**src/rtl/axis_sink_pkg.sv**
```systemverilog
`default_nettype none
// ============================================================================
//  Module      : axis_sink_pkg
//  Description : Shared definitions for the AXI4-Stream frame sink.
//                Contents: ready-policy selectors, the framing FSM state
//                type, error bit positions and an error-weight helper.
//  Revision    : 1.0 - initial release
// ============================================================================
package axis_sink_pkg;

    // Back-pressure policy selectors (values of READY_MODE)
    localparam int c_READY_ALWAYS      = 1;
    localparam int c_READY_PRBS        = 2;
    localparam int c_READY_AFTER_VALID = 3;

    // Error flag bit positions
    localparam int ERR_SOF_MISSING    = 0;
    localparam int ERR_SOF_UNEXPECTED = 1;
    localparam int ERR_EOL_MISSING    = 2;
    localparam int ERR_EOL_UNEXPECTED = 3;
    localparam int ERR_TIMEOUT        = 4;
    localparam int ERR_W              = 5;

    typedef enum logic [0:0] {
        ST_SYNC   = 1'b0,
        ST_ACTIVE = 1'b1
    } state_t;

    // Number of error events raised in one cycle
    function automatic logic [2:0] err_weight(input logic [ERR_W-1:0] e);
        logic [2:0] n;
        n = 3'd0;
        for (int i = 0; i < ERR_W; i++) begin
            n = n + {2'b00, e[i]};
        end
        return n;
    endfunction

endpackage
`default_nettype wire

```
**src/rtl/axis_frame_sink_if.sv**
```systemverilog
`default_nettype none
// ============================================================================
//  Module      : axis_frame_sink_if
//  Description : AXI4-Stream video bus (data, valid, SOF, EOL, ready).
//                master : stream source, drives data/valid/user/last
//                slave  : stream sink, drives ready
//  Revision    : 1.0 - initial release
// ============================================================================
interface axis_frame_sink_if;
    logic [31:0] s_tdata;
    logic        s_tvalid;
    logic        s_tuser;
    logic        s_tlast;
    logic        s_tready;

    modport master (
        output s_tdata, s_tvalid, s_tuser, s_tlast,
        input  s_tready
    );

    modport slave (
        input  s_tdata, s_tvalid, s_tuser, s_tlast,
        output s_tready
    );
endinterface
`default_nettype wire

```
**src/rtl/axis_ready_gen.sv**
```systemverilog
`default_nettype none
// ============================================================================
//  Module      : axis_ready_gen
//  Description : Registered tready generator with selectable policy:
//                always ready, PRBS pseudo-random, or ready-after-valid.
//  Ports       : clk, rst     - clock, synchronous active-high reset
//                i_tvalid     - stream valid (used by ready-after-valid)
//                o_tready     - registered ready
//  Revision    : 1.0 - initial release
// ============================================================================
module axis_ready_gen
    import axis_sink_pkg::*;
#(
    parameter int          READY_MODE = 1,
    parameter logic [32:0] RND_SEED   = 33'd1246504138
) (
    input  wire logic clk,
    input  wire logic rst,
    input  wire logic i_tvalid,
    output logic      o_tready
);

    logic [32:0] r_prbs;
    logic        r_ready;

    always_ff @(posedge clk) begin
        if (rst) begin
            r_prbs  <= RND_SEED;
            r_ready <= 1'b0;
        end else begin
            r_prbs <= {r_prbs[31:0], r_prbs[32] ^ ~r_prbs[19]};
            case (READY_MODE)
                c_READY_PRBS:        r_ready <= r_prbs[32];
                // Toggles while valid is held, so no two consecutive beats
                c_READY_AFTER_VALID: r_ready <= i_tvalid && !r_ready;
                default:             r_ready <= 1'b1;
            endcase
        end
    end

    assign o_tready = r_ready;

endmodule
`default_nettype wire

```
**src/rtl/axis_frame_sink.sv**
```systemverilog
`default_nettype none
// ============================================================================
//  Module      : axis_frame_sink
//  Description : AXI4-Stream video sink. Applies back-pressure, tracks
//                word/line position, checks SOF/EOL framing against
//                X_SIZE x Y_SIZE and reports sticky/pulsed errors.
//  Ports       : clk, rst        - clock, synchronous active-high reset
//                s_axis (slave)  - video stream in, tready out
//                clr_err         - clear err_flags / err_count
//                x_pos, y_pos    - position expected next
//                frame_cnt       - frames started (wraps)
//                frame_done      - pulse on frame completion
//                err_flags/pulse - sticky / one-cycle error bits
//                err_count       - saturating error event count
//                frame_sum       - per-frame data sum
//  Options     : AXIS_FRAME_SUM_EN - build the frame_sum accumulator;
//                otherwise frame_sum is 0.
//  Revision    : 1.0 - initial release
// ============================================================================
module axis_frame_sink
    import axis_sink_pkg::*;
#(
    parameter int          X_SIZE     = 480,
    parameter int          Y_SIZE     = 480,
    parameter int          TIMEOUT    = 1000,
    parameter int          READY_MODE = 1,
    parameter logic [32:0] RND_SEED   = 33'd1246504138
) (
    input  wire logic          clk,
    input  wire logic          rst,
    axis_frame_sink_if.slave   s_axis,
    input  wire logic          clr_err,
    output logic [15:0]        x_pos,
    output logic [15:0]        y_pos,
    output logic [15:0]        frame_cnt,
    output logic               frame_done,
    output logic [ERR_W-1:0]   err_flags,
    output logic [ERR_W-1:0]   err_pulse,
    output logic [15:0]        err_count,
    output logic [31:0]        frame_sum
);

    state_t           r_state, w_state_next;
    logic             w_tready, w_beat, w_sof, w_proc, w_line_adv, w_frame_end, w_to_hit;
    logic [15:0]      w_x_cur, w_y_cur, w_cnt_base;
    logic [16:0]      w_cnt_sum;
    logic [ERR_W-1:0] w_err;
    logic [15:0]      r_x, r_y, r_frame_cnt, r_err_count;
    logic             r_frame_done;
    logic [ERR_W-1:0] r_err_flags, r_err_pulse;
    logic [31:0]      r_to_cnt;

    axis_ready_gen #(
        .READY_MODE (READY_MODE),
        .RND_SEED   (RND_SEED)
    ) u_ready_gen (
        .clk      (clk),
        .rst      (rst),
        .i_tvalid (s_axis.s_tvalid),
        .o_tready (w_tready)
    );

    assign s_axis.s_tready = w_tready;
    assign w_beat          = s_axis.s_tvalid && w_tready;

    // Timeout counter hits on the TIMEOUT-th consecutive idle cycle
    assign w_to_hit = !s_axis.s_tvalid && ((r_to_cnt + 32'd1) == 32'(TIMEOUT));

    // ---------------- FSM: state register ----------------
    always_ff @(posedge clk) begin
        if (rst) r_state <= ST_SYNC;
        else     r_state <= w_state_next;
    end

    // ---------------- FSM: next state ----------------
    always_comb begin
        w_state_next = r_state;
        if (w_frame_end)  w_state_next = ST_SYNC;
        else if (w_sof)   w_state_next = ST_ACTIVE;
    end

    // ---------------- FSM: beat decode ----------------
    // SOF handling first (it may reset the position), then the EOL check
    // runs against the possibly-reset position.
    always_comb begin
        w_sof  = 1'b0;
        w_proc = 1'b0;
        w_err  = '0;
        if (w_beat) begin
            if (s_axis.s_tuser) begin
                w_sof  = 1'b1;
                w_proc = 1'b1;
                if (r_state == ST_ACTIVE) w_err[ERR_SOF_UNEXPECTED] = 1'b1;
            end else if (r_state == ST_SYNC) begin
                w_err[ERR_SOF_MISSING] = 1'b1;
            end else begin
                w_proc = 1'b1;
            end
        end
        w_x_cur    = w_sof ? 16'd0 : r_x;
        w_y_cur    = w_sof ? 16'd0 : r_y;
        w_line_adv = w_proc && s_axis.s_tlast;
        if (w_proc && (w_x_cur == 16'(X_SIZE - 1)) && !s_axis.s_tlast)
            w_err[ERR_EOL_MISSING] = 1'b1;
        if (w_proc && (w_x_cur != 16'(X_SIZE - 1)) && s_axis.s_tlast)
            w_err[ERR_EOL_UNEXPECTED] = 1'b1;
        w_frame_end = w_line_adv && (w_y_cur == 16'(Y_SIZE - 1));
        w_err[ERR_TIMEOUT] = w_to_hit;
    end

    // A same-cycle error survives clr_err because it is OR-ed in after the clear
    assign w_cnt_base = clr_err ? 16'd0 : r_err_count;
    assign w_cnt_sum  = {1'b0, w_cnt_base} + {14'd0, err_weight(w_err)};

    always_ff @(posedge clk) begin
        if (rst) begin
            r_x          <= '0;
            r_y          <= '0;
            r_frame_cnt  <= '0;
            r_frame_done <= 1'b0;
            r_err_flags  <= '0;
            r_err_pulse  <= '0;
            r_err_count  <= '0;
            r_to_cnt     <= '0;
        end else begin
            r_frame_done <= w_frame_end;
            r_err_pulse  <= w_err;
            r_err_flags  <= (clr_err ? '0 : r_err_flags) | w_err;
            r_err_count  <= w_cnt_sum[16] ? 16'hFFFF : w_cnt_sum[15:0];
            if (w_sof) r_frame_cnt <= r_frame_cnt + 16'd1;
            if (w_proc) begin
                if (w_line_adv) begin
                    r_x <= 16'd0;
                    r_y <= w_frame_end ? 16'd0 : w_y_cur + 16'd1;
                end else begin
                    r_x <= (w_x_cur == 16'hFFFF) ? w_x_cur : w_x_cur + 16'd1;
                    r_y <= w_y_cur;
                end
            end
            if (s_axis.s_tvalid || w_to_hit) r_to_cnt <= '0;
            else                             r_to_cnt <= r_to_cnt + 32'd1;
        end
    end

    assign x_pos      = r_x;
    assign y_pos      = r_y;
    assign frame_cnt  = r_frame_cnt;
    assign frame_done = r_frame_done;
    assign err_flags  = r_err_flags;
    assign err_pulse  = r_err_pulse;
    assign err_count  = r_err_count;

`ifdef AXIS_FRAME_SUM_EN
    logic [31:0] r_acc, r_sum, w_acc_next;

    // Restarts on SOF so a resync begins a fresh sum
    assign w_acc_next = (w_sof ? 32'd0 : r_acc) + s_axis.s_tdata;

    always_ff @(posedge clk) begin
        if (rst) begin
            r_acc <= '0;
            r_sum <= '0;
        end else begin
            if (w_proc)      r_acc <= w_acc_next;
            if (w_frame_end) r_sum <= w_acc_next;
        end
    end

    assign frame_sum = r_sum;
`else
    logic w_unused_tdata;
    assign w_unused_tdata = ^s_axis.s_tdata;
    assign frame_sum      = 32'd0;
`endif

endmodule
`default_nettype wire

```
**src/flat_wrapper.sv**
```systemverilog
// flat-port wrapper written by rule: the top's interface ports become plain ports
module axis_frame_sink_flat import axis_sink_pkg::*;
#(
    parameter int          X_SIZE     = 480,
    parameter int          Y_SIZE     = 480,
    parameter int          TIMEOUT    = 1000,
    parameter int          READY_MODE = 1,
    parameter logic [32:0] RND_SEED   = 33'd1246504138
)
  (clk, rst, clr_err, x_pos, y_pos, frame_cnt, frame_done, err_flags, err_pulse, err_count, frame_sum, s_axis_s_tdata, s_axis_s_tvalid, s_axis_s_tuser, s_axis_s_tlast, s_axis_s_tready);
  axis_frame_sink_if s_axis_i ();
  input  wire logic clk;
  input  wire logic rst;
  input  wire logic clr_err;
  output logic [15:0] x_pos;
  output logic [15:0] y_pos;
  output logic [15:0] frame_cnt;
  output logic frame_done;
  output logic [ERR_W-1:0] err_flags;
  output logic [ERR_W-1:0] err_pulse;
  output logic [15:0] err_count;
  output logic [31:0] frame_sum;
  input wire logic [$bits(s_axis_i.s_tdata)-1:0] s_axis_s_tdata;
  input wire logic [$bits(s_axis_i.s_tvalid)-1:0] s_axis_s_tvalid;
  input wire logic [$bits(s_axis_i.s_tuser)-1:0] s_axis_s_tuser;
  input wire logic [$bits(s_axis_i.s_tlast)-1:0] s_axis_s_tlast;
  output wire logic [$bits(s_axis_i.s_tready)-1:0] s_axis_s_tready;
  assign s_axis_i.s_tdata = s_axis_s_tdata;
  assign s_axis_i.s_tvalid = s_axis_s_tvalid;
  assign s_axis_i.s_tuser = s_axis_s_tuser;
  assign s_axis_i.s_tlast = s_axis_s_tlast;
  assign s_axis_s_tready = s_axis_i.s_tready;
  axis_frame_sink #(.X_SIZE(X_SIZE), .Y_SIZE(Y_SIZE), .TIMEOUT(TIMEOUT), .READY_MODE(READY_MODE), .RND_SEED(RND_SEED)) u_core (.clk(clk), .rst(rst), .s_axis(s_axis_i), .clr_err(clr_err), .x_pos(x_pos), .y_pos(y_pos), .frame_cnt(frame_cnt), .frame_done(frame_done), .err_flags(err_flags), .err_pulse(err_pulse), .err_count(err_count), .frame_sum(frame_sum));
endmodule
```
**config.mk**
```make
export PLATFORM = sky130hd
export DESIGN_NAME = axis_frame_sink_flat
export DESIGN_NICKNAME = d
export VERILOG_FILES = /design/src/rtl/axis_sink_pkg.sv /design/src/rtl/axis_frame_sink_if.sv /design/src/rtl/axis_ready_gen.sv /design/src/rtl/axis_frame_sink.sv /design/src/flat_wrapper.sv
export SDC_FILE = /design/constraint.sdc
export NUM_CORES = 1
export LEC_CHECK = 0
export BUFFER_PORTS_ARGS = -buffer_cell sky130_fd_sc_hd__buf_2
export CAP_MARGIN = 20
export CORE_UTILIZATION = 54
export DETAILED_ROUTE_END_ITERATION = 12
export PLACE_DENSITY = 0.89
export SLEW_MARGIN = 25
export SYNTH_ARGS = -nofsm -noshare
export SYNTH_HDL_FRONTEND = slang
export SYNTH_SLANG_ARGS = --single-unit
```
**constraint.sdc**
```tcl
create_clock -name clk -period 5.88 [get_ports clk]
set_clock_uncertainty 0.1 [all_clocks]
set_input_delay 0.294 -clock clk [delete_from_list [all_inputs] [get_ports clk]]
set_output_delay 0.294 -clock clk [all_outputs]
set_load 0.005 [all_outputs]
```
**Word level (Yosys, flattened, before mapping)**

Index checks and enable logic that the tools add are counted.

- Input bits: 38
- Flip-flop bits (word level): 109
- Output and inout port bits: 108

- Equality and inequality tests: 5
- Reduce and logical (&&, ||, !) cells: 13
- Bitwise logic cells: 1
- Add/subtract/negate cells: 9
- Mux-type cells: 21

Operator list:

| kind | number |
|---|---|
| $mux 16 | 8 |
| $add 16x1->16 const B | 3 |
| $add 32x1->32 const B | 1 |
| $eq 16x9->1 const B | 2 |
| $eq 32x10->1 const B | 1 |
| $add 16x3->17 | 1 |
| $eq 16x16->1 const B | 1 |
| $ne 16x9->1 const B | 1 |
| $mux 1 | 11 |
| $add 3x1->3 | 3 |
| $logic_and 1x1->1 | 8 |
| $mux 5 | 1 |
| $or 5x5->5 | 1 |
| $reduce_or 2->1 | 2 |
| $add 1x1->2 | 1 |
| $logic_not 1->1 | 2 |
| $mux 2 | 1 |
| $logic_or 1x1->1 | 1 |

**Depth between registers and ports, before layout**

- Word-level depth: 12
- Depth in mapped cells: 25

**Hierarchy**

Synthesis repeated with hierarchy kept, for this count alone.

- Cells, all modules: 735
- Area total of the unflattened synthesis: 5874.4 sq um

By module, submodules not included:

| module | area each (sq um) | sequential area each (sq um) | times used | cells each |
|---|---|---|---|---|
| axis_frame_sink | 5850.6 | 2162.1 | 1 | 733 |
| axis_ready_gen | 23.8 | 20.0 | 1 | 2 |

**Worst setup path before layout**

Ideal clock, no wire load.

- Path type: reg-to-reg
- From: reg u_core.r_to_cnt[0]
- To: reg u_core.r_err_count[13], in the netlist u_core.err_count[13]
- Data required time: 5.652 ns
- Buffers on the path: 2
- Clock period less this slack: 5.373 ns
- Arrival: 5.146 ns
- Path slack: 0.507 ns
- Setup time: 0.128 ns
- Cell stages (with the launch flop): 25
- Cell sequence: dfxtp_1 > ha_1 > buf_2 > nand4_2 > nor4_1 > xor2_1 > a2111oi_2 > nand4_2 > nor3_4 > nand2b_2 > fa_1 > inv_1 > ha_1 > inv_1 > fa_1 > inv_1 > fa_1 > a21oi_1 > or2_1 > nor2_1 > and2_1 > nand4b_1 > clkbuf_1 > o21a_1 > nor2_1

- Longest elaborated chain between the ends: 6

RTL lines:

| what | RTL line | source |
|---|---|---|
| from (decl) | axis_frame_sink.sv:51 | `logic [31:0] r_to_cnt;` |
| from (signal assigned) | axis_frame_sink.sv:141 | `else r_to_cnt <= r_to_cnt + 32'd1;` |
| $add 32x1->32 | axis_frame_sink.sv:67 | `assign w_to_hit = !s_axis.s_tvalid && ((r_to_cnt + 32'd1) == 32'(TIMEOUT));` |
| $eq 32x10->1 | axis_frame_sink.sv:67 |  |
| $logic_and 1x1->1 | axis_frame_sink.sv:67 |  |
| $add 3x1->3 | axis_sink_pkg.sv:34 | `n = n + {2'b00, e[i]};` |
| $add 16x3->17 | axis_frame_sink.sv:113 | `assign w_cnt_sum = {1'b0, w_cnt_base} + {14'd0, err_weight(w_err)};` |
| $mux 16 | axis_frame_sink.sv:129 | `r_err_count <= w_cnt_sum[16] ? 16'hFFFF : w_cnt_sum[15:0];` |
| to (signal assigned) | axis_frame_sink.sv:129 |  |
| to (decl) | axis_frame_sink.sv:48 | `logic [15:0] r_x, r_y, r_frame_cnt, r_err_count;` |

No other way between the ends.
A chain may end at the register's enable or synchronous reset.

**Worst setup path in the final report**

Ends and elaborated chain as after synthesis.

==> impl_metrics.env <==
export IMPL_synth_area_leader_cell="dfxtp_1"
export IMPL_synth_top_area_share_pct=36.3
export IMPL_crit_end="u_core.err_count[13]$_SDFF_PP0_"
export IMPL_drc_errors=0
export IMPL_place_gp_congestion=0.883
export IMPL_wirelength_um=13500
export IMPL_grt_pass1_wl_um=22300
export IMPL_fin_total_pwr_mw=1.29
export IMPL_core_sq_um=10800
export IMPL_clockRootBuffer="clkbuf_8"
export IMPL_yosys_area_share_simple_pct=31.3
export IMPL_run_status="completed"
export IMPL_max_stage_delay_ns=0.47
export IMPL_io_pins=146
export IMPL_yosys_top_cells_area="dfxtp_1 36%, nor2_1 5.7%, xor2_1 5.2%"
export IMPL_drive_above_1_share_pct=16.8
export IMPL_p_per_area_nw_per_um2=195
export IMPL_fin_crit_ns=5.55
export IMPL_post_cts_buffers=0
export IMPL_worstPathRequired_ns=6.02
export IMPL_yosysSeqAreaShare_pct=36.3
export IMPL_clk_latency_ns=0.38
export IMPL_slowest_stage="fa_1"
export IMPL_ys_flop_type="dfxtp_1"
export IMPL_dpl_cell_area_sq_um=6340
export IMPL_max_slew_margin_pct=51.8
export IMPL_cts_tree="done"
export IMPL_diodes=0
export IMPL_io_buffers=81
export IMPL_synth_compound_area_share_pct=12.2
export IMPL_cts_buffer_depth=2
export IMPL_path_class="flip-flop to flip-flop"
export IMPL_cts_made_buffers=9
export IMPL_dr_pass1_iters=5
export IMPL_timing_final_crit_share_pct=94.3
export IMPL_num_rows=38
export IMPL_vias=5439
export IMPL_hold_violations=0
export IMPL_tightest_slew_ns=0.722
export IMPL_grt_ovfl_total=0
export IMPL_numClockSinks=109
export IMPL_grt_max_degree=68
export IMPL_dp_hpwl_um=9290
export IMPL_vias_per_cell=5.77
export IMPL_drtIter0Drc=351
export IMPL_cp_max_fo=9
export IMPL_yosys_warnings=0
export IMPL_antenna_found_initial=0
export IMPL_async_flop_share_pct=0
export IMPL_muxShareOfSynthArea_pct=0.187
export IMPL_design_area_sq_um=6600
export IMPL_h_tree_depth=3
export IMPL_cap_violations=0
export IMPL_report_final_slew_viol_count=0
export IMPL_synthXorXnorAreaFrac_pct=8.74
export IMPL_synth_area_sq_um=6010
export IMPL_fmax_ghz=0.180
export IMPL_cts_clk_slew_worst_paths_ns=0.11
export IMPL_die_area_sq_um=11600
export IMPL_track_usage_pct=23.7
export IMPL_crit_chain="ha_2 > nand4_4 > nor3b_1 > o21ai_0 > a2111oi_2 > nand4_2 > nor3_4 > nand2b_2 > fa_1 > inv_1 > ha_1 > inv_1 > fa_1 > inv_1 > fa_1 > a21oi_1 > or2_1 > nor2_1 > and2_1 > nand4b_1 > buf_4 > o21a_1 > nor2_1"
export IMPL_die_x_um=107
export IMPL_peakVddDrop_uv=119
export IMPL_synthAdderAreaFrac_pct=3.08
export IMPL_final_cell_mix="109 x dfxtp_1, 92 x nor2_1, 81 x buf_2"
export IMPL_nNetsFinal=849
export IMPL_first_global_vias=4828
export IMPL_fp_dieH_um=107
export IMPL_r2r_cells=23
export IMPL_synthCells=738
export IMPL_initial_core_util_pct=55.4
export IMPL_hold_buffers=0
export IMPL_ant_nets=0
export IMPL_end_kind="flip-flop"
export IMPL_reg2reg_to="u_core.err_count[13]$_SDFF_PP0_"
export IMPL_finalSetupViolCount=0
export IMPL_n_fill_cell=906
export IMPL_worstReg2RegStart="u_core.r_to_cnt[0]$_SDFF_PP0_"
export IMPL_cp_start_kind="flip-flop"
export IMPL_hold_slack_ns=0.197
export IMPL_avgRoutedWirePerCell_um=14.3
export IMPL_final_common_cell="dfxtp_1"
export IMPL_hold_class="input port to flip-flop"
export IMPL_arrival_ns=5.69
export IMPL_layout_area_overhead_vs_synth_pct=9.85
export IMPL_startpoint="u_core.r_to_cnt[0]$_SDFF_PP0_"
export IMPL_p_leak_nw=2.66
export IMPL_ys_ff_latch=109
export IMPL_min_from="s_axis_s_tvalid"
export IMPL_synth_edff_count=0
export IMPL_synth_top_family_by_area="simple AND/OR/NAND/NOR gates"
export IMPL_r2r_slack_ns=0.33
export IMPL_synth_cell_types=65
export IMPL_syn_avg_cell_area_sq_um=8.14
-- cell families after synthesis --
logic type,after synthesis
AND/OR/NAND/NOR,343
flip-flops,109
buffers and inverters,91
other,1
XOR/XNOR,60
AO/OA/AOI/OAI,120
multiplexers,1
adder cells (fa/ha/maj),13
-- final cells by class --
type                    instances  area [sq um]  share of cell area (%)
inverters                      23          86.3                    1.31
multi-input cells             569          3500                    53.0
well taps                     140           175                    2.65
clock buffers                   9           124                    1.88
repair buffers                 86           443                    6.71
flip-flops and latches        109          2180                    33.1
clock inverters                 7          91.3                    1.38
-- through the flow --
step	setup WS (ns)	setup TNS (ns)	std cells	utilization, %
floorplan	0.507	0	769	-
global placement	0.522	0	927	58.5
detailed placement	0.356	0	927	58.5
CTS	0.292	0	943	60.5
global route	-0.00469	-0.00544	943	60.9
finish	0.333	0	943	60.9
-- timing repair --
action                                 4_1_cts  5_1_grt
gates resized for setup                      0        7
setup endpoints to repair                    0       15
endpoints found under the hold margin        0        0
-- synthesized netlist by cell type, types with 3 or more instances --
master    count
nor3b_1       6
nand4b_1      3
nand2b_1      8
o21ai_0      26
xor2_1       36
nor3_2        7
nor3_4        3
nor2b_1      10
and2_1        7
a22oi_1       5
nor2_1       92
clkbuf_1     23
a31oi_1      10
dfxtp_1     109
buf_4        34
ha_1         10
and3_1       15
or2_2         4
and4_1        8
nor3_1       17
fa_1          3
o21a_1        7
nand2_1      53
or3_1        16
buf_2         8
a21o_1        4
a21oi_1      45
o21ai_1       3
nand4_2       3
inv_1        22
xnor2_1      24
nand3_1      37
nand4_1      28
nor4_1       12
-- critical path, delay by kind of cell (launching register included) --
kind	cells	cell delay [ns]
flops	1	0.44
fa+ha+maj	5	1.83
compound gates	4	0.92
simple gates	10	1.74
buf+inv	4	0.37
-- state kept, by name, summed over array words and instances, names as in the netlist --
register                     count
u_core.err_pulse                 5
u_core.y_pos                    16
u_core.r_to_cnt                 32
u_core.r_state                   1
u_core.err_flags                 5
u_core.frame_done                1
u_core.x_pos                    16
u_core.u_ready_gen.o_tready      1
u_core.frame_cnt                16
u_core.err_count                16
-- how the worst min path moves through the flow --
| stage | end | slack [ns] | cells after the start |
|---|---|---|---|
| floorplan | u_core.u_ready_gen.o_tready$_DFF_P_ | 0.28 | 1 |
| global placement | u_core.err_flags[4]$_SDFF_PP0_ | 0.35 | 1 |
| detailed placement | u_core.err_flags[4]$_SDFF_PP0_ | 0.35 | 1 |
| CTS | u_core.err_pulse[0]$_SDFF_PP0_ | 0.19 | 3 |
| global route | u_core.err_pulse[0]$_SDFF_PP0_ | 0.22 | 3 |
| finish | u_core.err_pulse[0]$_SDFF_PP0_ | 0.20 | 3 |
-- power breakdown --
group | internal, mW | switching (mW)
clock network | 0.207 | 0.279
registers | 0.742 | 0.00418
logic | 0.0141 | 0.0398
-- metal layers --
layer  GRT usage, %  part of all wire [%]  wire [um]  vias to the layer above
li1               -                     -          -                     2643
met1           30.0                    42       5740                     2535
met2           39.9                    49       6610                      226
met3           3.81                   5.9        800                       35
met4           9.98                   2.7        365                        0
met5              0                     0          0                        -
(Power assumes the default switching activity.)
